`config.mk`:
```
export PLATFORM = sky130hd
export DESIGN_NAME = ts_module_core
export DESIGN_NICKNAME = d
export VERILOG_FILES = /design/src/rtl/ts_pkg.sv /design/src/rtl/ts_prescaler.sv /design/src/rtl/ts_module_core.sv
export SDC_FILE = /design/constraint.sdc
export NUM_CORES = 1
export LEC_CHECK = 0
export ABC_AREA = 1
export BUFFER_PORTS_ARGS = -buffer_cell sky130_fd_sc_hd__buf_2
export CAP_MARGIN = 0
export CORE_ASPECT_RATIO = 0.9
export CORE_UTILIZATION = 57
export DETAILED_ROUTE_END_ITERATION = 16
export PLACE_DENSITY = 0.91
export SLEW_MARGIN = 20
export SYNTH_ARGS = -nofsm -noshare
export SYNTH_HDL_FRONTEND = slang
export SYNTH_HIERARCHICAL = 1
export SYNTH_SLANG_ARGS = --single-unit
```
`constraint.sdc`:
```
create_clock -name clock -period 1.9 [get_ports clock]
set_input_delay 0.19 -clock clock [delete_from_list [all_inputs] [get_ports clock]]
set_output_delay 0.19 -clock clock [all_outputs]
set_load 0.005 [all_outputs]
```
`src/rtl/ts_pkg.sv`:
```
// Shared helpers for the timescale timebase: counter-width function and the
// timestamp snapshot type handed to consumers.
package ts_pkg;

    localparam int TS_UNIT_W_MAX = 64;
    localparam int TS_FRAC_W_MAX = 32;

    // Width of a modulo-n counter; a modulo-1 counter still needs one bit.
    function automatic int cnt_w(input int n);
        return (n > 1) ? $clog2(n) : 1;
    endfunction

    typedef struct packed {
        logic [TS_UNIT_W_MAX-1:0] units;
        logic [TS_FRAC_W_MAX-1:0] frac;
    } ts_t;

endpackage

```
`src/rtl/ts_prescaler.sv`:
```
// Generic modulo-N counter: counts 0..N-1 on enabled edges and emits a
// registered one-cycle tc pulse in the cycle after the terminal count.
module ts_prescaler
    import ts_pkg::*;
#(
    parameter int N = 4
) (
    input  logic                  clock,
    input  logic                  reset_n,
    input  logic                  clear,
    input  logic                  en,
    output logic [cnt_w(N)-1:0]   count,
    output logic                  tc
);

    localparam int CNT_W = cnt_w(N);

    logic [CNT_W-1:0] cnt_q, cnt_d;
    logic             tc_q, tc_d;
    logic             last;

    assign last = en && (cnt_q == CNT_W'(N - 1));

    always_comb begin
        // NOTE: every combinational output gets a default first so no path leaves it unassigned (no latch).
        cnt_d = cnt_q;
        tc_d  = 1'b0;
        if (clear) begin
            cnt_d = '0;
        end else if (last) begin
            cnt_d = '0;
            tc_d  = 1'b1;
        end else if (en) begin
            cnt_d = cnt_q + CNT_W'(1);
        end
    end

    // NOTE: state registers use non-blocking assignment so all flops update from pre-edge values.
    always_ff @(posedge clock or negedge reset_n) begin
        if (!reset_n) begin
            cnt_q <= '0;
            tc_q  <= 1'b0;
        end else begin
            cnt_q <= cnt_d;
            tc_q  <= tc_d;
        end
    end

    assign count = cnt_q;
    assign tc    = tc_q;

endmodule

```
`src/rtl/ts_module_core.sv`:
```
// Timescale timebase: clock -> precision ticks -> unit ticks with a free-running
// units/frac timestamp. Define TS_ALARM_EN to add the one-shot unit alarm.
module ts_module_core
    import ts_pkg::*;
#(
    parameter int CLK_PER_TICK   = 4,
    parameter int TICKS_PER_UNIT = 1000,
    parameter int UNIT_W         = 32
) (
    input  logic                              clock,
    input  logic                              reset_n,
    input  logic                              enable,
    input  logic                              clear,
`ifdef TS_ALARM_EN
    input  logic [UNIT_W-1:0]                 alarm_units,
    input  logic                              alarm_arm,
    output logic                              alarm,
`endif
    output logic                              prec_tick,
    output logic                              unit_tick,
    output logic [UNIT_W-1:0]                 ts_units,
    output logic [cnt_w(TICKS_PER_UNIT)-1:0]  ts_frac,
    output logic                              wrap
);

    localparam int PCNT_W = cnt_w(CLK_PER_TICK);
    localparam int FRAC_W = cnt_w(TICKS_PER_UNIT);

    logic [PCNT_W-1:0] pcnt;
    logic              prec_adv;
    logic              unit_adv;
    logic [UNIT_W-1:0] units_q, units_d;
    logic              wrap_q, wrap_d;

    // Advance strobes are the edges on which the registered tick pulses rise, so
    // frac and units move on exactly the edge their tick becomes visible.
    assign prec_adv = enable && !clear && (pcnt == PCNT_W'(CLK_PER_TICK - 1));
    assign unit_adv = prec_adv && (ts_frac == FRAC_W'(TICKS_PER_UNIT - 1));

    ts_prescaler #(.N(CLK_PER_TICK)) u_prec (
        .clock   (clock),
        .reset_n (reset_n),
        .clear   (clear),
        .en      (enable),
        .count   (pcnt),
        .tc      (prec_tick)
    );

    ts_prescaler #(.N(TICKS_PER_UNIT)) u_unit (
        .clock   (clock),
        .reset_n (reset_n),
        .clear   (clear),
        .en      (prec_adv),
        .count   (ts_frac),
        .tc      (unit_tick)
    );

    always_comb begin
        units_d = units_q;
        wrap_d  = 1'b0;
        if (clear) begin
            units_d = '0;
        end else if (unit_adv) begin
            units_d = units_q + UNIT_W'(1);
            wrap_d  = (units_q == '1);
        end
    end

    always_ff @(posedge clock or negedge reset_n) begin
        if (!reset_n) begin
            units_q <= '0;
            wrap_q  <= 1'b0;
        end else begin
            units_q <= units_d;
            wrap_q  <= wrap_d;
        end
    end

    assign ts_units = units_q;
    assign wrap     = wrap_q;

`ifdef TS_ALARM_EN
    logic              armed_q, armed_d;
    logic              alarm_q, alarm_d;
    logic [UNIT_W-1:0] cmp_q, cmp_d;

    // A fresh arm request takes precedence over a match in the same cycle.
    always_comb begin
        armed_d = armed_q;
        cmp_d   = cmp_q;
        alarm_d = 1'b0;
        if (clear) begin
            armed_d = 1'b0;
        end else if (alarm_arm) begin
            armed_d = 1'b1;
            cmp_d   = alarm_units;
        end else if (armed_q && unit_adv && (units_d == cmp_q)) begin
            alarm_d = 1'b1;
            armed_d = 1'b0;
        end
    end

    always_ff @(posedge clock or negedge reset_n) begin
        if (!reset_n) begin
            armed_q <= 1'b0;
            alarm_q <= 1'b0;
            cmp_q   <= '0;
        end else begin
            armed_q <= armed_d;
            alarm_q <= alarm_d;
            cmp_q   <= cmp_d;
        end
    end

    assign alarm = alarm_q;
`endif

endmodule

```
# Yosys cells after proc, flatten, opt, wreduce, memory -nomap -nowiden
# Index checks and enable logic that the tools add are counted.
[totals]
register_bits = 47
in_bits = 4
output_inout_bits = 45
word_cells = 34
[classes]
n_addsub = 3
n_eq_ne = 3
n_mux = 14
n_reduce_logical = 8
[ops]
columns = ["op", "count"]
rows = [
  ["32-bit 2-to-1 mux", 2],
  ["32-bit by 1-bit adder with 32-bit output, second input constant", 1],
  ["32-bit equality test, second input constant", 1],
  ["10-bit 2-to-1 mux", 3],
  ["10-bit by 1-bit adder with 10-bit output, second input constant", 1],
  ["10-bit equality test, second input constant", 1],
  ["1-bit 2-to-1 mux", 6],
  ["2-bit 2-to-1 mux", 3],
  ["3-bit nonzero test", 2],
  ["1-bit logical AND", 4],
  ["2-bit by 1-bit adder with 2-bit output, second input constant", 1],
  ["2-bit equality test, second input constant", 1],
  ["2-bit nonzero test", 1],
  ["1-bit logical NOT", 1],
]

# Depth between registers and ports, before layout
# Gate-level depths: netlist (run 1).
[depth]
depth_word = 6
mapped_depth = 10
mapped_depth_nobuf = 10

# Hierarchy
# The synthesis (run 1) kept the hierarchy.
[by_module_without_submodules]
columns = ["mod", "n_inst", "cells_per_inst", "area_each_um2", "seq_area_each_um2"]
rows = [
  ["ts_module_core", 1, 358, 2288.4, 825.8],
  ["ts_prescaler (u_unit)", 1, 89, 648.1, 275.3],
  ["ts_prescaler (u_prec)", 1, 15, 133.9, 75.1],
]

# Worst setup path before layout (run 1)
# No wires, ideal clock.
[synth_timing]
kind = "reg-to-reg"
start = "reg units_q[0], in the netlist ts_units[0]"
end = "reg units_q[26], in the netlist ts_units[26]"
setup_time_ps = 117
t_arrival_ps = 1377
t_required_ps = 1783
slack_ps = 406
path_stages_with_launch = 9
n_path_buf = 0
synth_period_minus_slack_ps = 1494
path_cell_list = "dfrtp_1 > ha_1 > nand2_1 > nor2_1 > nand2_1 > nor2_1 > nand3b_1 > nor2_1 > nor2_1"
[synth_between]
elab_chain_cells = 3
[synth_rtl]
columns = ["item", "line_no", "text"]
rows = [
  ["start, declared", "ts_module_core.sv:32", "logic [UNIT_W-1:0] units_q, units_d;"],
  ["start signal, assigned", "ts_module_core.sv:74", "units_q <= units_d;"],
  ["32-bit by 1-bit adder with 32-bit output", "ts_module_core.sv:64", "units_d = units_q + UNIT_W'(1);"],
  ["32-bit 2-to-1 mux", "ts_module_core.sv:63", "end else if (unit_adv) begin"],
  ["32-bit 2-to-1 mux", "ts_module_core.sv:61", "if (clear) begin"],
]
# Every way passes these cells. The select of a mux whose other input is x is not followed.
# A chain may end at the register's enable or synchronous reset.

# Final worst setup path (run 1)
[layout_timing]
start = "reg u_unit.cnt_q[4], in the netlist u_unit/count[4]"
end = "reg units_q[21], in the netlist ts_units[21]"
[layout_between]
elab_chain_cells = 3
[layout_rtl]
columns = ["item", "line_no", "text"]
rows = [
  ["start, declared", "ts_prescaler.sv:18", "logic [CNT_W-1:0] cnt_q, cnt_d;"],
  ["start signal, assigned", "ts_prescaler.sv:44", "cnt_q <= cnt_d;"],
  ["10-bit equality test", "ts_module_core.sv:38", "assign unit_adv = prec_adv && (ts_frac == FRAC_W'(TICKS_PER_UNIT - 1));"],
  ["1-bit logical AND", "ts_module_core.sv:38", ""],
  ["2-bit nonzero test (no line)", "n/a", ""],
]
# Every way passes these cells.

==> results of run 1 <==
==> sequential cells by signal, indices dropped and copies added, names as in the netlist <==
name,cells
u_prec/count,2
wrap,1
ts_units,32
u_unit/tc,1
u_prec/tc,1
u_unit/count,10
==> synthesized netlist by cell type <==
cell type,number
nand4_1,21
nand3_2,1
buf_2,1
a22o_1,1
ha_1,3
dfrtp_1,47
nand2_1,159
buf_4,3
nand2_2,6
inv_2,2
nor3_2,1
clkbuf_1,2
o21bai_1,1
nor3_1,12
o21ai_0,7
nor2_8,1
and3_1,2
nor2_4,4
a21oi_1,12
inv_1,49
nand2_4,1
nand3b_1,1
xor2_1,4
o21bai_2,1
nand3_1,35
o21ai_1,1
nor2_2,6
nor2_1,76
o21ai_4,1
buf_6,1
==> per-layer routing <==
metal	GRT usage, %	up-vias	routed length, µm
met1	45.6	1501	3690
met4	8.48	0	68
li1	-	1581	-
met3	5.99	9	778
met2	50.3	175	3820
met5	0	-	0
==> cells by family (layout without fill, tap and decap cells) <==
group,after synthesis,after routing
adders and majority gates,3,3
buffers and inverters,58,116
AOI/OAI and AO/OA,24,24
and+or+nand+nor,326,326
xor gates and xnor gates,4,4
DFF,47,47
==> cell type report <==
class | count | share of cell area (%)
repair buffers | 57 | 9.42
well taps | 65 | 2.28
inverters | 51 | 5.38
multi-input cells | 357 | 46.6
clock inverters | 2 | 0.984
clock buffers | 6 | 2.32
flip-flops and latches | 47 | 33.0
==> tightest hold or removal path, cell delays in order <==
cell	delay [ns]
buf_2	0.13
nand2_1	0.06
nor2_1	0.04
==> power groups by stage <==
| stage | combinational [µW] | sequential (µW) | clock, µW |
|---|---|---|---|
| 6_report | 98.7 | 1010 | 763 |
| 5_1_grt | 109 | 1010 | 813 |
| 4_1_cts | 99.9 | 1010 | 771 |
| 3_5_place_dp | 98.2 | 1030 | 0 |
| 3_3_place_gp | 93.7 | 1030 | 0 |
| 2_1_floorplan | 45.7 | 1030 | 0 |
==> through the flow <==
step | util, % | setup WS (ns) | instance area [µm²] | hold WS (ns)
floorplan | - | 0.406 | 3070 | -0.106
global placement | 68.4 | 0.271 | 3430 | 0.189
detailed placement | 68.4 | 0.228 | 3430 | 0.215
CTS | 71.0 | 0.189 | 3560 | 0.137
global route | 71.0 | 0.0248 | 3560 | 0.145
finish | 71.0 | 0.197 | 3560 | 0.145
==> what timing repair did <==
item                       in CTS  in global routing
setup endpoints to repair       0                  2
resized for setup               0                  1
hold endpoints to repair       21                  0
hold buffers                    1                  0
==> worst max-delay path by stage <==
stage,start,depth (start not counted),to
6_report,u_unit/count[4],6,ts_units[21]
3_5_place_dp,ts_units[0],9,ts_units[26]
4_1_cts,ts_units[0],8,ts_units[16]
5_1_grt,u_prec/count[0],6,wrap
2_1_floorplan,ts_units[0],8,ts_units[26]
3_3_place_gp,ts_units[0],8,ts_units[16]
==> run metrics, run 1 <==
outcome completed; Synth area leaders dfrtp_1 38%, nand2_1 19%, nor2_1 9.3%; Final ANT Viol Nets 0; Layout fillers ~440; CTS Root Cell clkbuf_8; commonest non-fill, non-tap cell in the layout nand2_1; P_sw ~410 µW; n_diodes 0; number of global-route vias before repair around 3000; Comb pwr share approximately 5.3%; DP Wirelength 6.31 mm; top library cells by usage in the layout, fill and taps aside 159 x nand2_1, 76 x nor2_1, 49 x inv_1, 48 x buf_2, 47 x dfrtp_1; wire length per cell between 10 and 15 µm; Max Freq 0.587 GHz; mux cell area share after synthesis 0%; Area Growth Syn to Fin 16.0%; IO Port Bufs 48; clock tree sinks 47; VDD IR max 506 µV; RSZ-0062 raised after global routing false; nets@finish 526; share of the synthesized area in the top cell type between 30% and 40%; Synth Cell Area just over 0.003 mm²; TritonCTS clock tree done; Crit Reg-Reg Startpoint u_unit/count[4]; crit path time final 1.70 ns; simple-gate portion of the synthesized area roughly 47%; Synthesized Nets around 470; GPL Wtd Cong 0.956; Yosys top cell by area dfrtp_1; Synth Area in Adders under 10%; Hold Fails Final Rpt 0; Row Count 24; Die Width approximately 79 µm; sequential-to-total area share from yosys stat between 30% and 40%; syn_area_per_cell between 6 and 7 µm²; clock buffer count from CTS 5; Clk Latency, worst-skew pair roughly 0.30 ns; initial DRC count 325; WS Path Type reg2reg; FF+latch count, synth 47; Slew Limit Fails 0; Worst R2R Setup Slack just under 0.2 ns; All-Layer GR Usage 32.0%; clock share of power 40.8%; sw frac 22.1%; Multi-input gate area roughly 0.0017 mm²; CP bufs+invs 1; clock slew at reported path FFs ~0.09 ns; CP Data Required Time 2.14 ns; max-cap viol count 0; worst hold path startpoint enable; Largest stage delay, worst path 0.46 ns; Worst Hold Class in2reg; largest net degree at the start of global routing 30; Via Count between 3000 and 4000; core area about 0.0050 mm²; largest family of logic cells by synthesized area simple AND/OR/NAND/NOR gates; FF-to-FF End ts_units[21]; register area about 0.0012 mm²; TNS Setup 0 ns; Detailed Routing Iterations Pass 1 5; Clock Skews 0.00863 ns; # IOs between 40 and 50; CP Max Fanout 14; final worst-path cycle share approximately nine tenths; fin cells between 500 and 600; Post-Synth XOR/XNOR Area around 1.1%; Distinct cells, synth 30; initial antenna violation count 0; power per cell area roughly 520 mW/mm²; total power 1870 µW; Synth warnings 6; final wirelength between 8 and 9 mm; FF-to-FF path depth 6; Final setup viols 0; ratio of cells with drive above 1 in the final layout 17.1%; Synth Area in Compound Gates approximately 4.7%; Worst EP arrival between 1.5 and 2 ns; Post CTS Setup Buffer Count 0; CP Cell Sequence nor2_1, nand2_1, o21ai_4, buf_12, nand4_1, nand2_1; global-route wire length before repair 14.1 mm; Die Y between 70 and 80 µm; Clock Path Buffers 2; Flop pwr share 53.9%; slowest CP cell dfrtp_1; crit end category flip-flop; Post-Synthesis Cells around 460; H-Tree Depth 2; placed cell count approximately 580; initial core utilization about three fifths; Via density roughly 5.6; hold depth 3; Pint 1460 µW; Worst Tran Pin Value 0.542 ns; Post-route DRC 0; Setup crit start kind flip-flop; Slew headroom around 64%; full die area ~0.0057 mm²; delay-heaviest family, CP simple AND/OR/NAND/NOR gates; WHS Endpoint u_prec/tc; cell mode on critical path nand2_1; total grt overflow 0; Leak ~0.0017 µW
Power figures use the tool's default switching activity.
==> run 2, diff against run 1 <==
Settings changed: SETUP_SLACK_MARGIN set to 0.3.
==> run metrics, run 2 (synthesis gave the netlist of run 1 again) <==
CTS Root Cell clkbuf_8; Die Width between 70 and 80 µm; wire length per cell 15.6 µm; TritonCTS clock tree done; Worst Tran Pin Value 0.548 ns; final wirelength between 9 and 10 mm; Clock Path Buffers 2; final core occ between 70% and 80%; TNS Setup 0 ns; Worst EP arrival between 1.5 and 2 ns; global-route wire length before repair approximately 14 mm; max-cap viol count 0; Clk Latency, worst-skew pair around 0.31 ns; WS Path Type reg2reg; Via Count ~3500; Detailed Routing Iterations Pass 1 6; crit end category flip-flop; n_diodes 0; VDD IR max between 500 and 600 µV; Slew headroom 63.5%; outcome completed; Area Growth Syn to Fin 26.3%; ratio of cells with drive above 1 in the final layout about a quarter; delay-heaviest family, CP simple AND/OR/NAND/NOR gates; Final ANT Viol Nets 0; Slew Limit Fails 0; nets@finish between 500 and 600; CP Cell Sequence nand2_2, nor2_4, buf_6, nand2_2, nor2_1, nand2_1, nor2_1, nor2_1, nand3_1, nand2_1; CP bufs+invs 1; All-Layer GR Usage 32.5%; H-Tree Depth 2; CP Max Fanout 6; cell mode on critical path nor2_1; number of global-route vias before repair 3040; initial antenna violation count 0; # IOs 49; clock slew at reported path FFs 0.08 ns; clock tree sinks 47; total grt overflow 0; Max Freq 0.594 GHz; full die area between 0.005 and 0.006 mm²; Leak 0.00188 µW; crit path time final 1.68 ns; top library cells by usage in the layout, fill and taps aside 153 x nand2_1, 65 x nor2_1, 48 x inv_1, 48 x buf_2, 39 x dfrtp_1; Worst Hold Class in2reg; Post-route DRC 0; Hold Fails Final Rpt 0; GPL Wtd Cong about 0.96; slowest CP cell dfrtp_1; dpl ws 0.228 ns; Setup crit start kind flip-flop; final hold slack 0.141 ns; DP Wirelength ~6.3 mm; RSZ-0062 raised after global routing true; Largest register FFs 32; initial DRC count between 500 and 600; core area around 0.0050 mm²; largest net degree at the start of global routing 30; Row Count 24; Largest stage delay, worst path 0.42 ns; CP Data Required Time around 2.1 ns; initial core utilization around three fifths; power per cell area 488 mW/mm²; Via density about 5.8; Die Y a little over 70 µm; final worst-path cycle share between 80% and 90%; clock buffer count from CTS 5; IO Port Bufs 48; commonest non-fill, non-tap cell in the layout nand2_1; Clock Skews approximately 0.012 ns; PnR worst setup slack 0.216 ns; Final setup viols 0
## run 2: changes by cell type in the layout (fill, tap and decap cells not counted), sizes merged
cell,delta
buf,+20
nor2,+1
## run 2: final cells by class
type / instances / area (µm²)
repair buffers: 77 / 534
multi-input cells: 358 / 1770
well taps: 65 / 81.3
fillers: 364 / 1140
clock buffers: 6 / 82.6
inverters: 51 / 191
flip-flops and latches: 47 / 1190
clock inverters: 2 / 35.0
## run 2: through the flow
| step | total power (µW) | std cells | instance area (µm²) |
|---|---|---|---|
| floorplan | 1070 | 462 | 3070 |
| global placement | 1120 | 576 | 3430 |
| detailed placement | 1120 | 576 | 3430 |
| CTS | 1880 | 589 | 3620 |
| global route | 1950 | 606 | 3880 |
| finish | 1890 | 606 | 3880 |
## run 2: worst paths after layout
kind / slack, ns / cells after the start / from / to
min in group asynchronous: 0.40 / 2 / reset_n / u_unit/count[8]
hold reg to reg: 0.55 / 2 / u_prec/count[1] / u_prec/count[1]
max in group asynchronous: 0.95 / 3 / reset_n / ts_units[19]
setup reg to reg: 0.22 / 10 / u_prec/count[0] / u_unit/count[1]
hold / removal: 0.14 / 3 / enable / u_prec/tc
setup / recovery: 0.22 / 10 / u_prec/count[0] / u_unit/count[1]
## run 2: report_power, final
part | leakage (µW) | total, µW | switching, µW | internal [µW]
Sequential | 0.000642 | 1010 | 4.29 | 1000
Clock | 0.0000612 | 772 | 346 | 426
Combinational | 0.00117 | 116 | 78.0 | 37.7
## run 2: tightest hold or removal path: stages
cell and delay [ns]:
buf_2 0.13, nand2_1 0.06, nor2_1 0.04
## run 2: metal layers
layer / vias to the layer above / global-route usage (%) / routed length, µm
met2: 246 / 51.6 / 4290
met1: 1592 / 45.6 / 3800
met5: - / 0 / 0
li1: 1627 / - / -
met4: 0 / 8.89 / 264
met3: 40 / 6.24 / 1100
## run 2: repair_timing
item                                   CTS  global route
resized for setup                        5            36
endpoints found under the hold margin   21             0
hold buffers                             1             0
gates cloned                             0             1
setup endpoints to repair               21            36
pin swaps                                3            24
setup buffers                            4            16
